<file path="config.mk">
export PLATFORM = sky130hd
export DESIGN_NAME = ram16_stream_reader
export DESIGN_NICKNAME = d
export VERILOG_FILES = /design/src/rtl/ram16_pkg.sv /design/src/rtl/ram16_skid_fifo.sv /design/src/rtl/ram16_stream_reader.sv
export SDC_FILE = /design/constraint.sdc
export NUM_CORES = 1
export LEC_CHECK = 0
export CAP_MARGIN = 20
export CELL_PAD_IN_SITES_DETAIL_PLACEMENT = 0
export CELL_PAD_IN_SITES_GLOBAL_PLACEMENT = 1
export CORE_UTILIZATION = 41
export CTS_BUF_LIST = sky130_fd_sc_hd__clkbuf_4 sky130_fd_sc_hd__clkbuf_8 sky130_fd_sc_hd__clkbuf_16
export CTS_CLUSTER_SIZE = 14
export DETAILED_ROUTE_END_ITERATION = 10
export PLACE_DENSITY = 0.9
export REMOVE_ABC_BUFFERS = 1
export SYNTH_ARGS = -nofsm -noshare
export SYNTH_HDL_FRONTEND = slang
export SYNTH_HIERARCHICAL = 1
export SYNTH_SLANG_ARGS = --single-unit
</file>
<file path="constraint.sdc">
create_clock -name i_clk -period 2.8 [get_ports i_clk]
set_clock_uncertainty 0.05 [all_clocks]
set_input_delay 0.28 -clock i_clk [delete_from_list [all_inputs] [get_ports i_clk]]
set_output_delay 0.28 -clock i_clk [all_outputs]
set_load 0.03 [all_outputs]
</file>
<file path="src/rtl/ram16_pkg.sv">
// Shared types for the 16-bit RAM reader slice.
//   DATA_W         : RAM / stream word width
//   word_t         : one RAM word
//   reader_state_t : burst controller states
package ram16_pkg;

   localparam int unsigned DATA_W = 16;

   typedef logic [DATA_W-1:0] word_t;

   typedef enum logic [1:0] {
      IDLE,
      RUN,
      DRAIN
   } reader_state_t;

endpackage

</file>
<file path="src/rtl/ram16_skid_fifo.sv">
// Two-entry FIFO sitting between the RAM read port and the output stream.
// Ports:
//   clk, rst_n : clock, asynchronous active-low reset (empties the FIFO, clears data)
//   push       : write push_data (ignored when full unless a pop happens in the same cycle)
//   push_data  : word to write
//   pop        : remove the head entry (ignored when empty)
//   count      : number of stored entries, 0..2
//   head       : oldest entry; holds its value until popped
module ram16_skid_fifo
   import ram16_pkg::*;
(
   input  logic              clk,
   input  logic              rst_n,
   input  logic              push,
   input  logic [DATA_W-1:0] push_data,
   input  logic              pop,
   output logic [1:0]        count,
   output logic [DATA_W-1:0] head
);

   logic [DATA_W-1:0] tail;
   logic              pop_ok;
   logic              push_ok;

   assign pop_ok  = pop & (count != 2'd0);
   assign push_ok = push & ((count != 2'd2) | pop_ok);

   always_ff @(posedge clk or negedge rst_n) begin
      if (!rst_n) begin
         head  <= '0;
         tail  <= '0;
         count <= '0;
      end else begin
         unique case ({push_ok, pop_ok})
            2'b10: begin
               if (count == 2'd0) head <= push_data;
               else               tail <= push_data;
               count <= count + 2'd1;
            end
            2'b01: begin
               head  <= tail;
               count <= count - 2'd1;
            end
            2'b11: begin
               // count is 1 or 2 here; the new word lands behind whatever remains
               if (count == 2'd1) begin
                  head <= push_data;
               end else begin
                  head <= tail;
                  tail <= push_data;
               end
            end
            default: ;
         endcase
      end
   end

endmodule

</file>
<file path="src/rtl/ram16_stream_reader.sv">
// Burst reader for the 16-bit simple dual-port RAM (registered read, 1-cycle
// latency, no read enable). A start command walks i_length words from
// i_start_address, wrapping modulo DEPTH, and streams them out on a
// valid/ready interface with full backpressure.
// Ports:
//   i_clk, i_rst_n   : clock, asynchronous active-low reset
//   i_start          : start command, honoured only while o_busy=0
//   i_start_address  : first RAM address of the burst
//   i_length         : words to read, 0..DEPTH (larger values clamp to DEPTH)
//   o_busy           : burst in progress
//   o_done           : one-cycle pulse after the final beat is accepted
//   o_read_address   : registered RAM read address
//   i_read_value     : RAM data for the address presented one cycle earlier
//   o_data, o_valid  : stream data / valid (FIFO head)
//   i_ready          : stream ready from downstream
//   o_last           : final beat of the burst, qualified by o_valid
module ram16_stream_reader
   import ram16_pkg::*;
#(
   parameter  int unsigned DEPTH = 1024,
   localparam int unsigned AW    = (DEPTH > 1) ? $clog2(DEPTH) : 1,
   localparam int unsigned LW    = $clog2(DEPTH + 1)
) (
   input  logic              i_clk,
   input  logic              i_rst_n,
   input  logic              i_start,
   input  logic [AW-1:0]     i_start_address,
   input  logic [LW-1:0]     i_length,
   output logic              o_busy,
   output logic              o_done,
   output logic [AW-1:0]     o_read_address,
   input  logic [DATA_W-1:0] i_read_value,
   output logic [DATA_W-1:0] o_data,
   output logic              o_valid,
   input  logic              i_ready,
   output logic              o_last
);

   localparam logic [AW-1:0] LAST_ADDR = AW'(DEPTH - 1);
   localparam logic [LW-1:0] MAX_LEN   = LW'(DEPTH);

   reader_state_t     state;
   reader_state_t     state_next;

   logic [AW-1:0]     addr;
   logic [AW-1:0]     addr_inc;
   logic              issue;
   logic              inflight;
   logic [LW-1:0]     to_issue;
   logic [LW-1:0]     to_send;
   logic [LW-1:0]     len_eff;
   logic              busy;
   logic              done;

   logic [1:0]        fifo_count;
   logic [DATA_W-1:0] head;
   logic              valid;
   logic              pop;
   logic              push;
   logic              credit_ok;

   logic              start_burst;
   logic              start_empty;
   logic              advance;
   logic              finish;

   assign valid = (fifo_count != 2'd0);
   assign pop   = valid & i_ready;

   // The in-flight word may wait on the RAM output while the FIFO is full:
   // the address only moves on after a push is guaranteed, so the RAM keeps
   // re-reading the same location and i_read_value stays valid until captured.
   assign push = inflight & ((fifo_count != 2'd2) | pop);

   assign credit_ok = ({1'b0, fifo_count} + {2'b00, inflight}) < (3'd2 + {2'b00, pop});

   assign addr_inc = (addr == LAST_ADDR) ? '0 : addr + AW'(1);
   assign len_eff  = (i_length > MAX_LEN) ? MAX_LEN : i_length;

   always_ff @(posedge i_clk or negedge i_rst_n) begin
      if (!i_rst_n) state <= IDLE;
      else          state <= state_next;
   end

   always_comb begin
      state_next  = state;
      start_burst = 1'b0;
      start_empty = 1'b0;
      advance     = 1'b0;
      finish      = 1'b0;
      unique case (state)
         IDLE: begin
            if (i_start) begin
               if (len_eff != '0) begin
                  start_burst = 1'b1;
                  state_next  = (len_eff == LW'(1)) ? DRAIN : RUN;
               end else begin
                  start_empty = 1'b1;
               end
            end
         end
         RUN: begin
            if (credit_ok) begin
               advance = 1'b1;
               if (to_issue == LW'(1)) state_next = DRAIN;
            end
         end
         DRAIN: begin
            if (pop && (to_send == LW'(1))) begin
               finish     = 1'b1;
               state_next = IDLE;
            end
         end
         default: state_next = IDLE;
      endcase
   end

   always_ff @(posedge i_clk or negedge i_rst_n) begin
      if (!i_rst_n) begin
         addr     <= '0;
         issue    <= 1'b0;
         inflight <= 1'b0;
         to_issue <= '0;
         to_send  <= '0;
         busy     <= 1'b0;
         done     <= 1'b0;
      end else begin
         done     <= start_empty | finish;
         issue    <= start_burst | advance;
         inflight <= issue | (inflight & ~push);
         if (start_burst) begin
            addr     <= i_start_address;
            to_issue <= len_eff - LW'(1);
            to_send  <= len_eff;
            busy     <= 1'b1;
         end else begin
            if (advance) begin
               addr     <= addr_inc;
               to_issue <= to_issue - LW'(1);
            end
            if (pop)    to_send <= to_send - LW'(1);
            if (finish) busy    <= 1'b0;
         end
      end
   end

   ram16_skid_fifo u_fifo (
      .clk       (i_clk),
      .rst_n     (i_rst_n),
      .push      (push),
      .push_data (i_read_value),
      .pop       (pop),
      .count     (fifo_count),
      .head      (head)
   );

   assign o_busy         = busy;
   assign o_done         = done;
   assign o_read_address = addr;
   assign o_data         = head;
   assign o_valid        = valid;
   assign o_last         = valid & (to_send == LW'(1));

endmodule

</file>
==> results of run 1 <==
## logic make-up after synthesis
kind of cell / Yosys count / synth area share, %
mux: 21 / 6.274
simple gates: 150 / 19.29
compound gates: 117 / 19.14
flops: 72 / 42.22
fa+ha+maj: 12 / 3.518
buf+inv: 42 / 5.042
xor+xnor: 22 / 4.515
## cell usage after synthesis (all sizes together), types with 2 or more instances
library cell,number,area (um^2)
nor4b,2,17.52
mux2i,5,50.05
a22oi,4,30.03
o21ai,38,190.2
a21boi,4,30.03
inv,16,60.06
o31ai,5,37.54
clkbuf,8,32.53
buf,18,122.6
a21oi,20,130.1
nor2b,7,43.79
and3,3,18.77
o22a,3,28.78
a21o,4,30.03
mux2,16,217.7
o41a,2,32.53
xnor2,9,78.83
dfrtp,72,1802
nor2,15,58.81
nand3,31,165.2
and4,4,35.03
xor2,13,113.9
nand2,30,112.6
o211ai,3,27.52
nor3,22,115.1
o32ai,2,17.52
ha,12,150.1
a31oi,17,121.4
nor4,6,37.54
nand3b,3,22.52
or3,3,18.77
or4,2,18.77
o22ai,2,12.51
and2,3,18.77
o21a,2,15.01
a211oi,3,22.52
o41ai,2,36.29
nand2b,3,18.77
nand4,8,50.05
nor3b,5,42.54
## stage by stage
stage	utilization (%)	hold WS [ps]	worst slack [ps]	area [um^2]
2_1_floorplan	-	-65.59	-90.58	4113
3_3_place_gp	52.02	239.5	200.6	5155
3_5_place_dp	52.02	252.9	141.6	5155
4_1_cts	54.02	387.3	104.9	5353
5_1_grt	54.02	416.4	73.13	5353
6_report	54.02	384.4	126.8	5353
## area by class of cell
cell class,instances,area (um^2)
fill,913,4557
multi-input combinational,322,2253
sequential,72,1802
timing repair buffer,93,883.3
tap,133,166.4
clock buffer,9,123.9
clock inverter,7,63.81
inverter,16,60.06
## worst reg2reg max path, cell delays in order (launching register included)
cell and delay (ps):
dfrtp_1 460, ha_1 220, ha_1 210, nor3b_1 360, buf_4 260, and2_0 370
a21boi_0 160, o22a_2 220
## layout by cell type (no fill, tap or decap), types with 6 or more instances in the layout
cell type | netlist | routed
dfrtp_1 | 72 | 72
clkdlybuf4s50_1 | 0 | 69
o21ai_0 | 36 | 36
nand2_1 | 30 | 30
nand3_1 | 29 | 29
nor3_1 | 21 | 21
buf_4 | 3 | 21
inv_1 | 16 | 16
a31oi_1 | 16 | 16
nor2_1 | 14 | 14
a21oi_1 | 14 | 14
xor2_1 | 13 | 13
ha_1 | 12 | 12
mux2_4 | 10 | 10
xnor2_1 | 9 | 9
clkbuf_8 | 0 | 9
nand4_1 | 8 | 8
nor2b_1 | 7 | 6
nor4_1 | 6 | 6
mux2_2 | 6 | 6
## worst max path at each step
| stage | from | cells after the start | slack [ps] | to |
|---|---|---|---|---|
| after global placement | i_length[10] | 9 | 200 | to_issue[2] |
| final | to_send[1] | 5 | 130 | o_last |
| after CTS | to_send[1] | 5 | 100 | o_last |
| after floorplan | i_length[10] | 7 | -90 | to_issue[2] |
| after global routing | to_send[1] | 5 | 70 | o_last |
| after detailed placement | i_length[10] | 9 | 140 | to_issue[2] |
## flip-flops by register name (all words and copies together) (netlist names)
signal	count
inflight	1
u_fifo/tail	16
o_done	1
o_read_address	10
to_issue	11
to_send	11
issue	1
state	2
o_busy	1
u_fifo/head	16
u_fifo/count	2
## power by group through the flow
stage	clock network, mW	logic, mW	registers, mW
finish	0.799	3.45	2.00
global route	0.865	3.77	2.08
CTS	0.810	3.46	2.00
detailed placement	0	3.43	2.01
global placement	0	3.32	1.98
floorplan	0	1.94	2.28
## layer usage
layer / track usage [%] / vias up / part of all wire (%)
li1: - / 1767 / -
met1: 29.27 / 1845 / 46
met2: 36.33 / 102 / 49
met3: 3.885 / 10 / 4.1
met4: 6.531 / 0 / 0.88
met5: 0 / - / 0
==> flow_summary_export.csv, run 1 <==
group,metric,value,unit
grt,antenna_found_initial,0,
final_layout,layout.nets,567,
synthesis,synth-edff-count,0,
clock_tree,root_buffer,"clkbuf_8",
setup_path,reg2reg_depth,7,
synthesis,ys_warn_count,6,
power,power_density,1168,nW/um^2
sta,tightest_slew,581.9,ps
sta,maxSlewHeadroom,61.16,%
synthesis,synth-seq-cells,72,
clock_tree,cts_made_buffers,9,
sta,finalCritPeriodShare,95.47,%
synthesis,ys_seq_area_share,42.22,%
clock_tree,cts_setup_buffers,0,
floorplanning,die_x,104.0,um
synthesis,syn_inst,436,
synthesis,synth_ff_type,"dfrtp_1",
power,p_seq_share,32.0,%
setup_path,reg2reg_setup_slack,400,ps
final_layout,final-instance-count-excl-fill,652,
sta,drv_slew,0,
worst_hold_path,min_path_type,"reg2reg",
detailed_routing,num_vias,3724,
final_layout,area_growth,25.42,%
detailed_routing,first_pass_iters,5,
floorplanning,initial_utilization,43.07,%
worst_hold_path,hold_path_end,"inflight",
power,combPwrFrac,55.2,%
grt,first_global_vias,3804,
placement,dp.cells,635,
final_layout,diodes,0,
floorplanning,core_area,9910,um^2
power,power.share.clock,12.8,%
detailed_routing,wl_per_cell,17.17,um
grt,grt_usage,21.94,%
detailed_routing,vias_per_cell,5.712,
grt,grt_max_degree,32,
floorplanning,fp.dieH,104.0,um
placement,dp_hpwl,7.972,mm
final_layout,drive_above_1_share,14.84,%
clock_tree,cts_hold_buf,1,
setup_path,max_stage_delay,690,ps
setup_path,critPathSlowestCell,"clkdlybuf4s50_1",
setup_path,crit_arrival,2340,ps
run_status,status,"finished, final reports clean",
setup_path,critPathRequiredTime,2470,ps
placement,io_buffers,70,
sta,timing.setup.tns,0,ps
clock_tree,htree_levels,3,
synthesis,async_reset_ff_share,100.0,%
job,drv_cap,0,
detailed_routing,dr.first_iter.drc_count,213,
setup_path,r2r-end,"o_read_address[3]",
setup_path,cp_top_family,"buffers and inverters",
power,total_power,6.252,mW
clock_tree,max-clock-path-buffers,2,
detailed_routing,ant_nets,0,
synthesis,yosysUniqueCellTypes,67,
setup_path,worst-path-buf-inv,2,
setup_path,cp_max_fo,3,
floorplanning,ios,71,
clock_tree,clk_pin_slew,90,ps
detailed_routing,drt-total-wl,11.20,mm
power,power.share.switching,45.21,%
setup_path,r2r-start,"u_fifo/count[0]",
sta,setup_viol,0,
floorplanning,die-area,10820,um^2
setup_path,worst_setup_path_start_kind,"register",
clock_tree,cts_tree,"done",
synthesis,syn-cell-area,4268,um^2
sta,rsz0062_at_grt,"no",
grt,gr-total-overflow,0,
detailed_routing,drc,0,
sta,hold_violations,0,
sta,fmax,374.1,MHz
power,ir_drop,0.6973,mV
worst_hold_path,hold_depth,1,
placement,place_congestion,0.8792,
grt,grt_first_pass_wirelength,19.18,mm
synthesis,avgSynthCellArea,9.789,um^2
worst_hold_path,min_from,"issue",
power,p_int,3.425,mW
clock_tree,cts_resized,0,
floorplanning,rows,36,
setup_path,cp-end-kind,"output pin",
sta,fin_crit,2673,ps
setup_path,path_cells,"inv_1 -> ha_1 -> nor4b_1 -> and4_1 -> clkdlybuf4s50_1",
clock_tree,clkSinkCount,72,
power,leakage,2.148,nW
clock_tree,clock_latency,350,ps
power,p_switching,2.826,mW
setup_path,critPathKind,"reg2out",
Power figures use the tool's default switching activity.
==> run 2: changes to the inputs <==
- CORE_UTILIZATION: 41 -> 37
- PLACE_DENSITY: 0.9 -> 0.86
- clock period: 2.8 -> 2.16 ns (I/O delays scaled with it)
==> run 2 against run 1 <==
Utilization decreased by 1.0 points. Register-to-register slack got worse by 260 ps. Sequential share of layout area fell by 2.8 points. Count of clock-buffer cells in the layout increased by 3. First-iteration DRC count grew 18%. Flip-flop and latch count unchanged. Clock power increased by 79%. Global-route usage shrank 1.7 points. Worst hold slack worse by 45 ps. Total power rose by 44%. Final area up 9.2%. Combinational power increased by 45%. Largest power group unchanged. Highest routed layer unchanged.
==> flow_summary_export.csv, run 2 (synthesized netlist as in run 1, its figures left out) <==
group,metric,value,unit
detailed_routing,vias_per_cell,5.530,
clock_tree,clock_latency,330,ps
final_layout,final-instance-count-excl-fill,692,
placement,place_congestion,0.8580,
clock_tree,max-clock-path-buffers,2,
setup_path,r2r-start,"inflight",
grt,grt_usage,20.23,%
floorplanning,die_x,109.4,um
detailed_routing,wl_per_cell,16.53,um
worst_hold_path,min_path_type,"in2reg",
setup_path,cp-end-kind,"output pin",
setup_path,cp_max_fo,7,
setup_path,r2r-end,"to_issue[6]",
sta,finalCritPeriodShare,94.91,%
final_layout,area_growth,36.97,%
final_layout,mostFrequentLayoutCell,"dfrtp_1",
power,power_density,1537,nW/um^2
clock_tree,htree_levels,3,
final_layout,fin_util,52.99,%
final_layout,top_regs,"u_fifo/head: 16 flops, u_fifo/tail: 16 flops",
final_layout,layout.nets,600,
setup_path,critPathRequiredTime,1890,ps
power,p_seq_share,28.5,%
placement,io_buffers,70,
job,drv_cap,0,
clock_tree,clkSinkCount,72,
placement,dp_hpwl,8.029,mm
setup_path,critPathKind,"reg2out",
sta,tightest_slew,764.9,ps
worst_hold_path,hold_depth,5,
placement,placed_area,5474,um^2
detailed_routing,ant_nets,0,
power,leakage,2.423,nW
floorplanning,fp.dieH,109.4,um
worst_hold_path,hold_path_end,"to_send[0]",
run_status,status,"finished, final reports clean",
floorplanning,initial_utilization,38.69,%
detailed_routing,first_pass_iters,4,
sta,hold_violations,0,
floorplanning,rows,38,
setup_path,reg2reg_depth,7,
setup_path,worst_setup_path_start_kind,"register",
grt,grt_first_pass_wirelength,18.73,mm
final_layout,design_area,5846,um^2
detailed_routing,num_vias,3827,
sta,rsz0062_at_grt,"no",
worst_hold_path,min_from,"i_length[0]",
detailed_routing,dr.first_iter.drc_count,252,
power,ir_drop,0.7382,mV
sta,drv_slew,0,
floorplanning,die-area,11970,um^2
floorplanning,ios,71,
power,power.share.clock,15.9,%
placement,dp.cells,672,
setup_path,reg2reg_setup_slack,140,ps
clock_tree,cts_tree,"done",
final_layout,fill_cells,1038,
power,combPwrFrac,55.5,%
floorplanning,core_area,11030,um^2
final_layout,diodes,0,
final_layout,final_cell_mix,"dfrtp_1 (72), clkdlybuf4s50_1 (65), buf_4 (47), o21ai_0 (36), nand2_1 (30)",
sta,maxSlewHeadroom,49.00,%
grt,antenna_found_initial,0,
sta,fmax,487.8,MHz
power,p_switching,3.752,mW
clock_tree,cts_made_buffers,9,
final_layout,drive_above_1_share,21.38,%
grt,first_global_vias,3901,
power,p_int,5.233,mW
grt,gr-total-overflow,0,
setup_path,crit_arrival,1780,ps
grt,grt_max_degree,33,
sta,fin_crit,2050,ps
clock_tree,root_buffer,"clkbuf_16",
detailed_routing,drt-total-wl,11.44,mm
clock_tree,clk_pin_slew,60,ps
sta,timing.setup.tns,0,ps
sta,setup_viol,0,
sta,whs,339.6,ps
power,power.share.switching,41.76,%
detailed_routing,drc,0,
-- run 2: worst max-delay path by stage --
stage                    start                end  slack (ps)
6_report       u_fifo/count[1]            o_valid         110
5_1_grt               inflight  o_read_address[7]          20
4_1_cts            i_length[0]        to_issue[2]           9
3_5_place_dp      i_length[10]        to_issue[4]        -360
3_3_place_gp      i_length[10]        to_issue[2]        -310
2_1_floorplan     i_length[10]        to_issue[2]        -670
-- run 2: what timing repair did --
| action | in CTS | in global routing |
|---|---|---|
| gates resized for setup | 3 | 10 |
| hold buffers | 1 | 0 |
| setup endpoints to repair | 3 | 24 |
| setup buffers | 1 | 1 |
| pin swaps | 2 | 5 |
| endpoints found under the hold margin | 30 | 0 |
| gates cloned | 1 | 0 |
-- run 2: metal layers --
layer  GRT usage (%)  part of all wire [%]
met5               0                     0
met4           7.619                   1.8
met3           3.320                   4.5
met2           33.83                    47
met1           26.21                    46
-- run 2: area by class of cell --
| class | instances | area (um^2) | share of cell area, % |
|---|---|---|---|
| Clock buffer | 12 | 260.3 | 4.452 |
| Clock inverter | 4 | 28.78 | 0.4923 |
| Inverter | 16 | 60.06 | 1.027 |
| Multi-Input combinational cell | 323 | 2307 | 39.47 |
| Sequential cell | 72 | 1802 | 30.82 |
| Tap cell | 140 | 175.2 | 2.997 |
| Timing Repair Buffer | 125 | 1212 | 20.74 |
-- run 2: worst max-delay path: stages (launching register included) --
cell	delay, ps
dfrtp_1	380
buf_4	160
or2_2	310
clkdlybuf4s50_1	600
-- run 2: per-stage QoR --
step                      power (mW)  worst slack (ps)
final                          8.985             110.0
after global routing           9.595             22.48
after CTS                      8.952             8.734
after detailed placement       7.476            -357.8
after global placement         7.296            -313.0
after floorplan                5.473            -666.6
-- run 2: power groups by stage --
| stage | registers [mW] | clock network (mW) | logic, mW |
|---|---|---|---|
| final | 2.56 | 1.43 | 4.99 |
| after global placement | 2.53 | 0 | 4.77 |
| after floorplan | 2.96 | 0 | 2.52 |
| after CTS | 2.55 | 1.45 | 4.95 |
| after global routing | 2.66 | 1.53 | 5.41 |
| after detailed placement | 2.56 | 0 | 4.91 |
